[config.mk]
export PLATFORM = sky130hd
export DESIGN_NAME = lsu_wb_master_flat
export DESIGN_NICKNAME = d
export VERILOG_FILES = /design/src/rtl/lsu_pkg.sv /design/src/rtl/lsu_wb_master_if.sv /design/src/rtl/lsu_align_check.sv /design/src/rtl/lsu_wb_master.sv /design/src/flat_wrapper.sv
export SDC_FILE = /design/constraint.sdc
export NUM_CORES = 1
export LEC_CHECK = 0
export CELL_PAD_IN_SITES_DETAIL_PLACEMENT = 0
export CELL_PAD_IN_SITES_GLOBAL_PLACEMENT = 1
export CORE_UTILIZATION = 35
export CTS_BUF_LIST = sky130_fd_sc_hd__clkbuf_4 sky130_fd_sc_hd__clkbuf_8
export CTS_CLUSTER_SIZE = 28
export DETAILED_ROUTE_END_ITERATION = 10
export GPL_TIMING_DRIVEN = 0
export PLACE_DENSITY = 0.9
export SLEW_MARGIN = 20
export SYNTH_ARGS = -nofsm -noshare
export SYNTH_HDL_FRONTEND = slang
export SYNTH_SLANG_ARGS = --single-unit
[constraint.sdc]
create_clock -name clk -period 4.8 [get_ports clk]
set_input_delay 0.96 -clock clk [delete_from_list [all_inputs] [get_ports clk]]
set_output_delay 0.96 -clock clk [all_outputs]
set_load 0.02 [all_outputs]
[src/rtl/lsu_pkg.sv]
`default_nettype none
// lsu_pkg: shared funct3 codes, FSM encoding and default widths for the LSU Wishbone master.
package lsu_pkg;

  localparam int LSU_DATA_WIDTH = 32;
  localparam int LSU_ADDR_WIDTH = 11;

  localparam logic [2:0] F3_B  = 3'b000;
  localparam logic [2:0] F3_H  = 3'b001;
  localparam logic [2:0] F3_W  = 3'b010;
  localparam logic [2:0] F3_BU = 3'b100;
  localparam logic [2:0] F3_HU = 3'b101;

  typedef enum logic [1:0] {
    ST_IDLE = 2'd0,
    ST_BUS  = 2'd1,
    ST_RESP = 2'd2
  } lsu_state_e;

endpackage
`default_nettype wire

[src/rtl/lsu_wb_master_if.sv]
`default_nettype none
// lsu_wb_master_if: pipeline request/response and Wishbone classic signals, named from the LSU's view.
interface lsu_wb_master_if
  import lsu_pkg::*;
#(
  parameter int DATA_WIDTH = LSU_DATA_WIDTH,
  parameter int ADDR_WIDTH = LSU_ADDR_WIDTH
);
  logic                  req_valid_i;
  logic                  req_we_i;
  logic [2:0]            req_funct3_i;
  logic [ADDR_WIDTH-1:0] req_addr_i;
  logic [DATA_WIDTH-1:0] req_wdata_i;
  logic                  stall_o;
  logic                  rsp_valid_o;
  logic [DATA_WIDTH-1:0] rsp_rdata_o;
  logic                  rsp_err_o;
  logic                  wb_cyc_o;
  logic                  wb_stb_o;
  logic                  wb_we_o;
  logic [ADDR_WIDTH-1:0] wb_adr_o;
  logic [DATA_WIDTH-1:0] wb_dat_o;
  logic [2:0]            wb_funct3_o;
  logic [DATA_WIDTH-1:0] wb_dat_i;
  logic                  wb_ack_i;

  modport master (
    input  req_valid_i, req_we_i, req_funct3_i, req_addr_i, req_wdata_i, wb_dat_i, wb_ack_i,
    output stall_o, rsp_valid_o, rsp_rdata_o, rsp_err_o,
    output wb_cyc_o, wb_stb_o, wb_we_o, wb_adr_o, wb_dat_o, wb_funct3_o
  );

  modport slave (
    output req_valid_i, req_we_i, req_funct3_i, req_addr_i, req_wdata_i, wb_dat_i, wb_ack_i,
    input  stall_o, rsp_valid_o, rsp_rdata_o, rsp_err_o,
    input  wb_cyc_o, wb_stb_o, wb_we_o, wb_adr_o, wb_dat_o, wb_funct3_o
  );
endinterface
`default_nettype wire

[src/rtl/lsu_align_check.sv]
`default_nettype none
// lsu_align_check: decides whether a (funct3, we, addr[1:0]) access may go to the bus.
module lsu_align_check
  import lsu_pkg::*;
(
  input  logic [2:0] funct3_i,
  input  logic       we_i,
  input  logic [1:0] addr_lo_i,
  output logic       legal_o
);

  // Unsigned loads have no store counterpart, so BU/HU are load-only.
  always_comb begin
    legal_o = 1'b0;
    case (funct3_i)
      F3_B:    legal_o = 1'b1;
      F3_BU:   legal_o = !we_i;
      F3_H:    legal_o = !addr_lo_i[0];
      F3_HU:   legal_o = !we_i && !addr_lo_i[0];
      F3_W:    legal_o = (addr_lo_i == 2'b00);
      default: legal_o = 1'b0;
    endcase
  end

endmodule
`default_nettype wire

[src/rtl/lsu_wb_master.sv]
`default_nettype none
// lsu_wb_master: one-at-a-time load/store unit issuing a single Wishbone classic cycle per access.
module lsu_wb_master
  import lsu_pkg::*;
#(
  parameter int DATA_WIDTH     = LSU_DATA_WIDTH,
  parameter int ADDR_WIDTH     = LSU_ADDR_WIDTH,
  parameter int TIMEOUT_CYCLES = 16
) (
  input  logic            clk,
  input  logic            rst,
  lsu_wb_master_if.master bus
);

  localparam int              CNT_W    = (TIMEOUT_CYCLES > 2) ? $clog2(TIMEOUT_CYCLES) : 1;
  localparam logic [CNT_W-1:0] CNT_LAST = CNT_W'(TIMEOUT_CYCLES - 1);

  lsu_state_e            state_q;
  logic                  cyc_q;
  logic                  we_q;
  logic [ADDR_WIDTH-1:0] adr_q;
  logic [DATA_WIDTH-1:0] dat_q;
  logic [2:0]            funct3_q;
  logic [CNT_W-1:0]      cnt_q;
  logic [CNT_W-1:0]      cnt_d;
  logic                  rsp_valid_q;
  logic                  rsp_err_q;
  logic [DATA_WIDTH-1:0] rsp_rdata_q;
  logic                  legal;

  lsu_align_check u_align (
    .funct3_i  (bus.req_funct3_i),
    .we_i      (bus.req_we_i),
    .addr_lo_i (bus.req_addr_i[1:0]),
    .legal_o   (legal)
  );

  assign cnt_d = cnt_q + 1'b1;

  // cyc_q clears on the ack edge: the slave re-acks while cyc/stb stay high.
  always_ff @(posedge clk or posedge rst) begin
    if (rst) begin
      state_q     <= ST_IDLE;
      cyc_q       <= 1'b0;
      we_q        <= 1'b0;
      adr_q       <= '0;
      dat_q       <= '0;
      funct3_q    <= 3'b000;
      cnt_q       <= '0;
      rsp_valid_q <= 1'b0;
      rsp_err_q   <= 1'b0;
      rsp_rdata_q <= '0;
    end else begin
      rsp_valid_q <= 1'b0;
      case (state_q)
        ST_IDLE: begin
          if (bus.req_valid_i) begin
            if (legal) begin
              adr_q    <= bus.req_addr_i;
              dat_q    <= bus.req_wdata_i;
              we_q     <= bus.req_we_i;
              funct3_q <= bus.req_funct3_i;
              cnt_q    <= '0;
              cyc_q    <= 1'b1;
              state_q  <= ST_BUS;
            end else begin
              rsp_err_q   <= 1'b1;
              rsp_rdata_q <= '0;
              rsp_valid_q <= 1'b1;
              state_q     <= ST_RESP;
            end
          end
        end
        ST_BUS: begin
          if (bus.wb_ack_i) begin
            cyc_q       <= 1'b0;
            rsp_err_q   <= 1'b0;
            rsp_rdata_q <= we_q ? '0 : bus.wb_dat_i;
            rsp_valid_q <= 1'b1;
            state_q     <= ST_RESP;
          end else if (cnt_q == CNT_LAST) begin
            cyc_q       <= 1'b0;
            rsp_err_q   <= 1'b1;
            rsp_rdata_q <= '0;
            rsp_valid_q <= 1'b1;
            state_q     <= ST_RESP;
          end else begin
            cnt_q <= cnt_d;
          end
        end
        ST_RESP: state_q <= ST_IDLE;
        default: state_q <= ST_IDLE;
      endcase
    end
  end

  assign bus.stall_o     = (state_q == ST_BUS) || ((state_q == ST_IDLE) && bus.req_valid_i);
  assign bus.rsp_valid_o = rsp_valid_q;
  assign bus.rsp_err_o   = rsp_err_q;
  assign bus.rsp_rdata_o = rsp_rdata_q;
  assign bus.wb_cyc_o    = cyc_q;
  assign bus.wb_stb_o    = cyc_q;
  assign bus.wb_we_o     = we_q;
  assign bus.wb_adr_o    = adr_q;
  assign bus.wb_dat_o    = dat_q;
  assign bus.wb_funct3_o = funct3_q;

endmodule
`default_nettype wire

[src/flat_wrapper.sv]
// flat-port wrapper written by rule: the top's interface ports become plain ports
module lsu_wb_master_flat import lsu_pkg::*;
#(
  parameter int DATA_WIDTH     = LSU_DATA_WIDTH,
  parameter int ADDR_WIDTH     = LSU_ADDR_WIDTH,
  parameter int TIMEOUT_CYCLES = 16
)
  (clk, rst, bus_req_valid_i, bus_req_we_i, bus_req_funct3_i, bus_req_addr_i, bus_req_wdata_i, bus_wb_dat_i, bus_wb_ack_i, bus_stall_o, bus_rsp_valid_o, bus_rsp_rdata_o, bus_rsp_err_o, bus_wb_cyc_o, bus_wb_stb_o, bus_wb_we_o, bus_wb_adr_o, bus_wb_dat_o, bus_wb_funct3_o);
  lsu_wb_master_if #(.DATA_WIDTH(DATA_WIDTH), .ADDR_WIDTH(ADDR_WIDTH)) bus_i ();
  input  logic clk;
  input  logic rst;
  input wire logic [$bits(bus_i.req_valid_i)-1:0] bus_req_valid_i;
  input wire logic [$bits(bus_i.req_we_i)-1:0] bus_req_we_i;
  input wire logic [$bits(bus_i.req_funct3_i)-1:0] bus_req_funct3_i;
  input wire logic [$bits(bus_i.req_addr_i)-1:0] bus_req_addr_i;
  input wire logic [$bits(bus_i.req_wdata_i)-1:0] bus_req_wdata_i;
  input wire logic [$bits(bus_i.wb_dat_i)-1:0] bus_wb_dat_i;
  input wire logic [$bits(bus_i.wb_ack_i)-1:0] bus_wb_ack_i;
  output wire logic [$bits(bus_i.stall_o)-1:0] bus_stall_o;
  output wire logic [$bits(bus_i.rsp_valid_o)-1:0] bus_rsp_valid_o;
  output wire logic [$bits(bus_i.rsp_rdata_o)-1:0] bus_rsp_rdata_o;
  output wire logic [$bits(bus_i.rsp_err_o)-1:0] bus_rsp_err_o;
  output wire logic [$bits(bus_i.wb_cyc_o)-1:0] bus_wb_cyc_o;
  output wire logic [$bits(bus_i.wb_stb_o)-1:0] bus_wb_stb_o;
  output wire logic [$bits(bus_i.wb_we_o)-1:0] bus_wb_we_o;
  output wire logic [$bits(bus_i.wb_adr_o)-1:0] bus_wb_adr_o;
  output wire logic [$bits(bus_i.wb_dat_o)-1:0] bus_wb_dat_o;
  output wire logic [$bits(bus_i.wb_funct3_o)-1:0] bus_wb_funct3_o;
  assign bus_i.req_valid_i = bus_req_valid_i;
  assign bus_i.req_we_i = bus_req_we_i;
  assign bus_i.req_funct3_i = bus_req_funct3_i;
  assign bus_i.req_addr_i = bus_req_addr_i;
  assign bus_i.req_wdata_i = bus_req_wdata_i;
  assign bus_i.wb_dat_i = bus_wb_dat_i;
  assign bus_i.wb_ack_i = bus_wb_ack_i;
  assign bus_stall_o = bus_i.stall_o;
  assign bus_rsp_valid_o = bus_i.rsp_valid_o;
  assign bus_rsp_rdata_o = bus_i.rsp_rdata_o;
  assign bus_rsp_err_o = bus_i.rsp_err_o;
  assign bus_wb_cyc_o = bus_i.wb_cyc_o;
  assign bus_wb_stb_o = bus_i.wb_stb_o;
  assign bus_wb_we_o = bus_i.wb_we_o;
  assign bus_wb_adr_o = bus_i.wb_adr_o;
  assign bus_wb_dat_o = bus_i.wb_dat_o;
  assign bus_wb_funct3_o = bus_i.wb_funct3_o;
  lsu_wb_master #(.DATA_WIDTH(DATA_WIDTH), .ADDR_WIDTH(ADDR_WIDTH), .TIMEOUT_CYCLES(TIMEOUT_CYCLES)) u_core (.clk(clk), .rst(rst), .bus(bus_i));
endmodule
==> summary.md <==
| Metric | Value |
|---|---|
| Status | `complete, no violations` |
| Synth Cell Area | `3448 µm²` |
| GR Util All Layers | `16.68%` |
| Least-Margin Pin Slew | `1.020 ns` |
| Cells after Synth | `216` |
| Vert. Die Dim | `101.3 µm` |
| Cell taking the most area after synthesis | `dfrtp_1` |
| Worst path required time | `3.84 ns` |
| Number of global-route vias before repair | `2511` |
| Layout area overhead | `58.85%` |
| Core area | `9371 µm²` |
| Placement Rows | `35` |
| Crit. End Element | `output pin` |
| Post-CTS setup buffer count | `0` |
| Startpoint types | `input pin` |
| Min-Delay Path Class | `flip-flop to flip-flop` |
| Die area | `10250 µm²` |
| Min Clock Period, post-route | `3.224 ns` |
| Post-synthesis adder-cell area fraction | `0.3628%` |
| Ys flop type | `dfrtp_1` |
| Flop pwr share | `39.4%` |
| Max cap viols | `0` |
| GP Congestion | `0.7560` |
| Dpl hpwl | `6.343 mm` |
| Final Max Tran Viols | `0` |
| Avg Vias per Cell | `4.759` |
| Cell area after layout | `5478 µm²` |
| Most frequent cells after synthesis | `dfrtp_1, a22o_1, mux2_4, mux2_2, clkbuf_1` |
| Pleak | `0.002459 µW` |
| Synth top area share | `63.86%` |
| Post-cts hold buffer count | `0` |
| Int Power | `1925 µW` |
| Sequential cell area | `2202 µm²` |
| FMAX | `310.1 MHz` |
| Net Sw Power | `991.8 µW` |
| Via count | `2513` |
| Initial antenna violation count | `0` |
| TritonCTS buffer count | `9` |
| Final #Nets | `478` |
| H-tree level count | `3` |
| CP max FO | `4` |
| Post-synthesis mux area share | `18.61%` |
| Fin crit share | `67.17%` |
| Peak VDD IR | `0.1918 mV` |
| Gr ovfl total | `0` |
| Layout fillers | `796` |
| Global-route wire length before repair | `13.05 mm` |
| Layout cells sized above 1 | `18.55%` |
| Share of total power in combinational logic | `44.8%` |
| Clock Skew | `0.01521 ns` |
| # DRC | `0` |
| Post-synthesis compound-gate area fraction | `11.18%` |
| Post-DR wirelength/cell | `15.91 µm` |
| Antenna diodes | `0` |
| CTS tree | `built` |
| Die span in x | `101.3 µm` |
| Clock root buffer | `clkbuf_8` |
| Relative slew margins | `31.16%` |
| Most frequent cell after synthesis | `dfrtp_1` |
| Sequential area share after synthesis | `63.86%` |
| Sw Share | `34.00%` |
| Final Hold Vio Count | `0` |
| Largest net degree at the start of global routing | `57` |
| Total power | `2917 µW` |
| Synth Area in XOR/XNOR | `0%` |
| Total negative slack | `0 ns` |
| Syn_nets | `300` |
| Cell variety after synth | `32` |
| Worst Path Class, Setup | `input pin to output pin` |
| Main combinational cell family by area after synthesis | `multiplexers` |
| RSZ-0062 raised after global routing | `false` |
| CP arrival | `2.26 ns` |
| Ports | `167` |
| Clk slew on worst S/H paths | `0.10 ns` |
| Post-route ant nets | `0` |
| DRT iter0 DRCs | `51` |
| Post-cts resize count | `0` |
| Clock power share | `15.8%` |
| Post-synth ARST share | `100.0%` |
| #FFs+latches synth | `88` |
| Synth area leaders | `dfrtp_1, mux2_4, a22o_1` |
| Max clock buf depth | `2` |
| Pwr Density | `532.5 nW/µm²` |
| Simple-gate share of the synthesized area | `3.012%` |
| Synth warnings | `0` |
| Final Setup Violations | `0` |
| Final worst slack | `1.576 ns` |
| WL final | `8.403 mm` |
| Placed cell areas | `5301 µm²` |
| Detailed Routing Iterations Pass 1 | `4` |
| Syn avg cell area | `15.96 µm²` |
| CTS Sinks | `88` |
| Clock latency on the worst-skew pair | `0.35 ns` |
| Area occupied by multi-input gates | `1144 µm²` |
| Post-synth EDFFs | `0` |
| Setup WS pre-CTS | `1.429 ns` |
| Port bufs | `166` |
| Initial core utilization | `36.80%` |
==> path summary, 6_finish.rpt <==
check / from / to / slack, ns / cells past startpoint
min: u_core.bus.rsp_rdata_o[25] / u_core.bus.rsp_rdata_o[25] / 0.51 / 1
min reg2reg: u_core.bus.rsp_rdata_o[25] / u_core.bus.rsp_rdata_o[25] / 0.51 / 1
min in group asynchronous: rst / u_core.bus.rsp_rdata_o[21] / 0.96 / 2
max in group asynchronous: rst / u_core.cnt_q[2] / 3.22 / 3
max: bus_req_valid_i / bus_stall_o / 1.58 / 4
max reg2reg: u_core.cnt_q[0] / u_core.bus.rsp_rdata_o[17] / 2.58 / 7
==> registers in the layout, summed over array words and instances (netlist names) <==
| name | count |
|---|---|
| u_core.bus.wb_cyc_o | 1 |
| u_core.state_q | 2 |
| u_core.bus.rsp_rdata_o | 32 |
| u_core.bus.wb_funct3_o | 3 |
| u_core.cnt_q | 4 |
| u_core.bus.rsp_valid_o | 1 |
| u_core.bus.rsp_err_o | 1 |
| u_core.bus.wb_dat_o | 32 |
| u_core.bus.wb_adr_o | 11 |
| u_core.bus.wb_we_o | 1 |
==> cells in the final DEF, fill, tap and decap left out, types with 2 or more instances in the layout <==
master,count
mux2_2,17
clkbuf_8,9
inv_6,3
clkbuf_1,7
nor3_1,2
a2bb2oi_1,2
nor2_1,4
buf_6,4
nand2b_1,2
clkinv_2,2
clkdlybuf4s50_1,166
dfrtp_1,88
a22o_1,32
nor3b_1,3
inv_1,4
mux2_4,30
==> logic make-up (layout without fill, tap and decap cells) <==
| logic type | after synthesis | after routing |
|---|---|---|
| buffers and inverters | 18 | 201 |
| AOI/OAI and AO/OA | 45 | 45 |
| DFF | 88 | 88 |
| adders and majority gates | 1 | 1 |
| muxes | 47 | 47 |
| and+or+nand+nor | 17 | 17 |
==> routing by layer <==
metal / wire [µm] / track usage (%) / share of wire [%]
met5: 0 / 0 / 0
met2: 3959 / 27.16 / 47
met4: 103 / 6.020 / 1.2
met3: 844 / 5.314 / 10
met1: 3496 / 20.89 / 42
==> power by group through the flow <==
stage	registers (µW)	logic (µW)	clock network, µW
2_1_floorplan	1440	378	0
3_3_place_gp	1150	1300	0
3_5_place_dp	1160	1320	0
4_1_cts	1150	1330	481
5_1_grt	1180	1380	513
6_report	1150	1310	461
==> worst max-delay path, stage by stage <==
cell,delay (ns)
clkdlybuf4s50_1,0.51
nor2_1,0.05
nor2_1,0.12
clkdlybuf4s50_1,0.62
==> per-stage QoR <==
stage          hold slack, ns  std cells  util (%)
4_1_cts                0.5118        528     58.45
6_report               0.5069        528     58.45
3_3_place_gp           0.4827        511     56.25
3_5_place_dp           0.4810        512     56.57
5_1_grt                0.5210        528     58.45
2_1_floorplan          0.4921        216         -
==> cell type report <==
cell class | count | area share (%)
buffer | 13 | 1.530
clock buffer | 9 | 2.261
clock inverter | 7 | 0.9593
inverter | 5 | 0.3883
multi-input combinational | 110 | 20.88
sequential | 88 | 40.20
tap | 129 | 2.947
timing repair buffer | 167 | 30.84
Note: power is estimated with default switching activity, not from simulation.
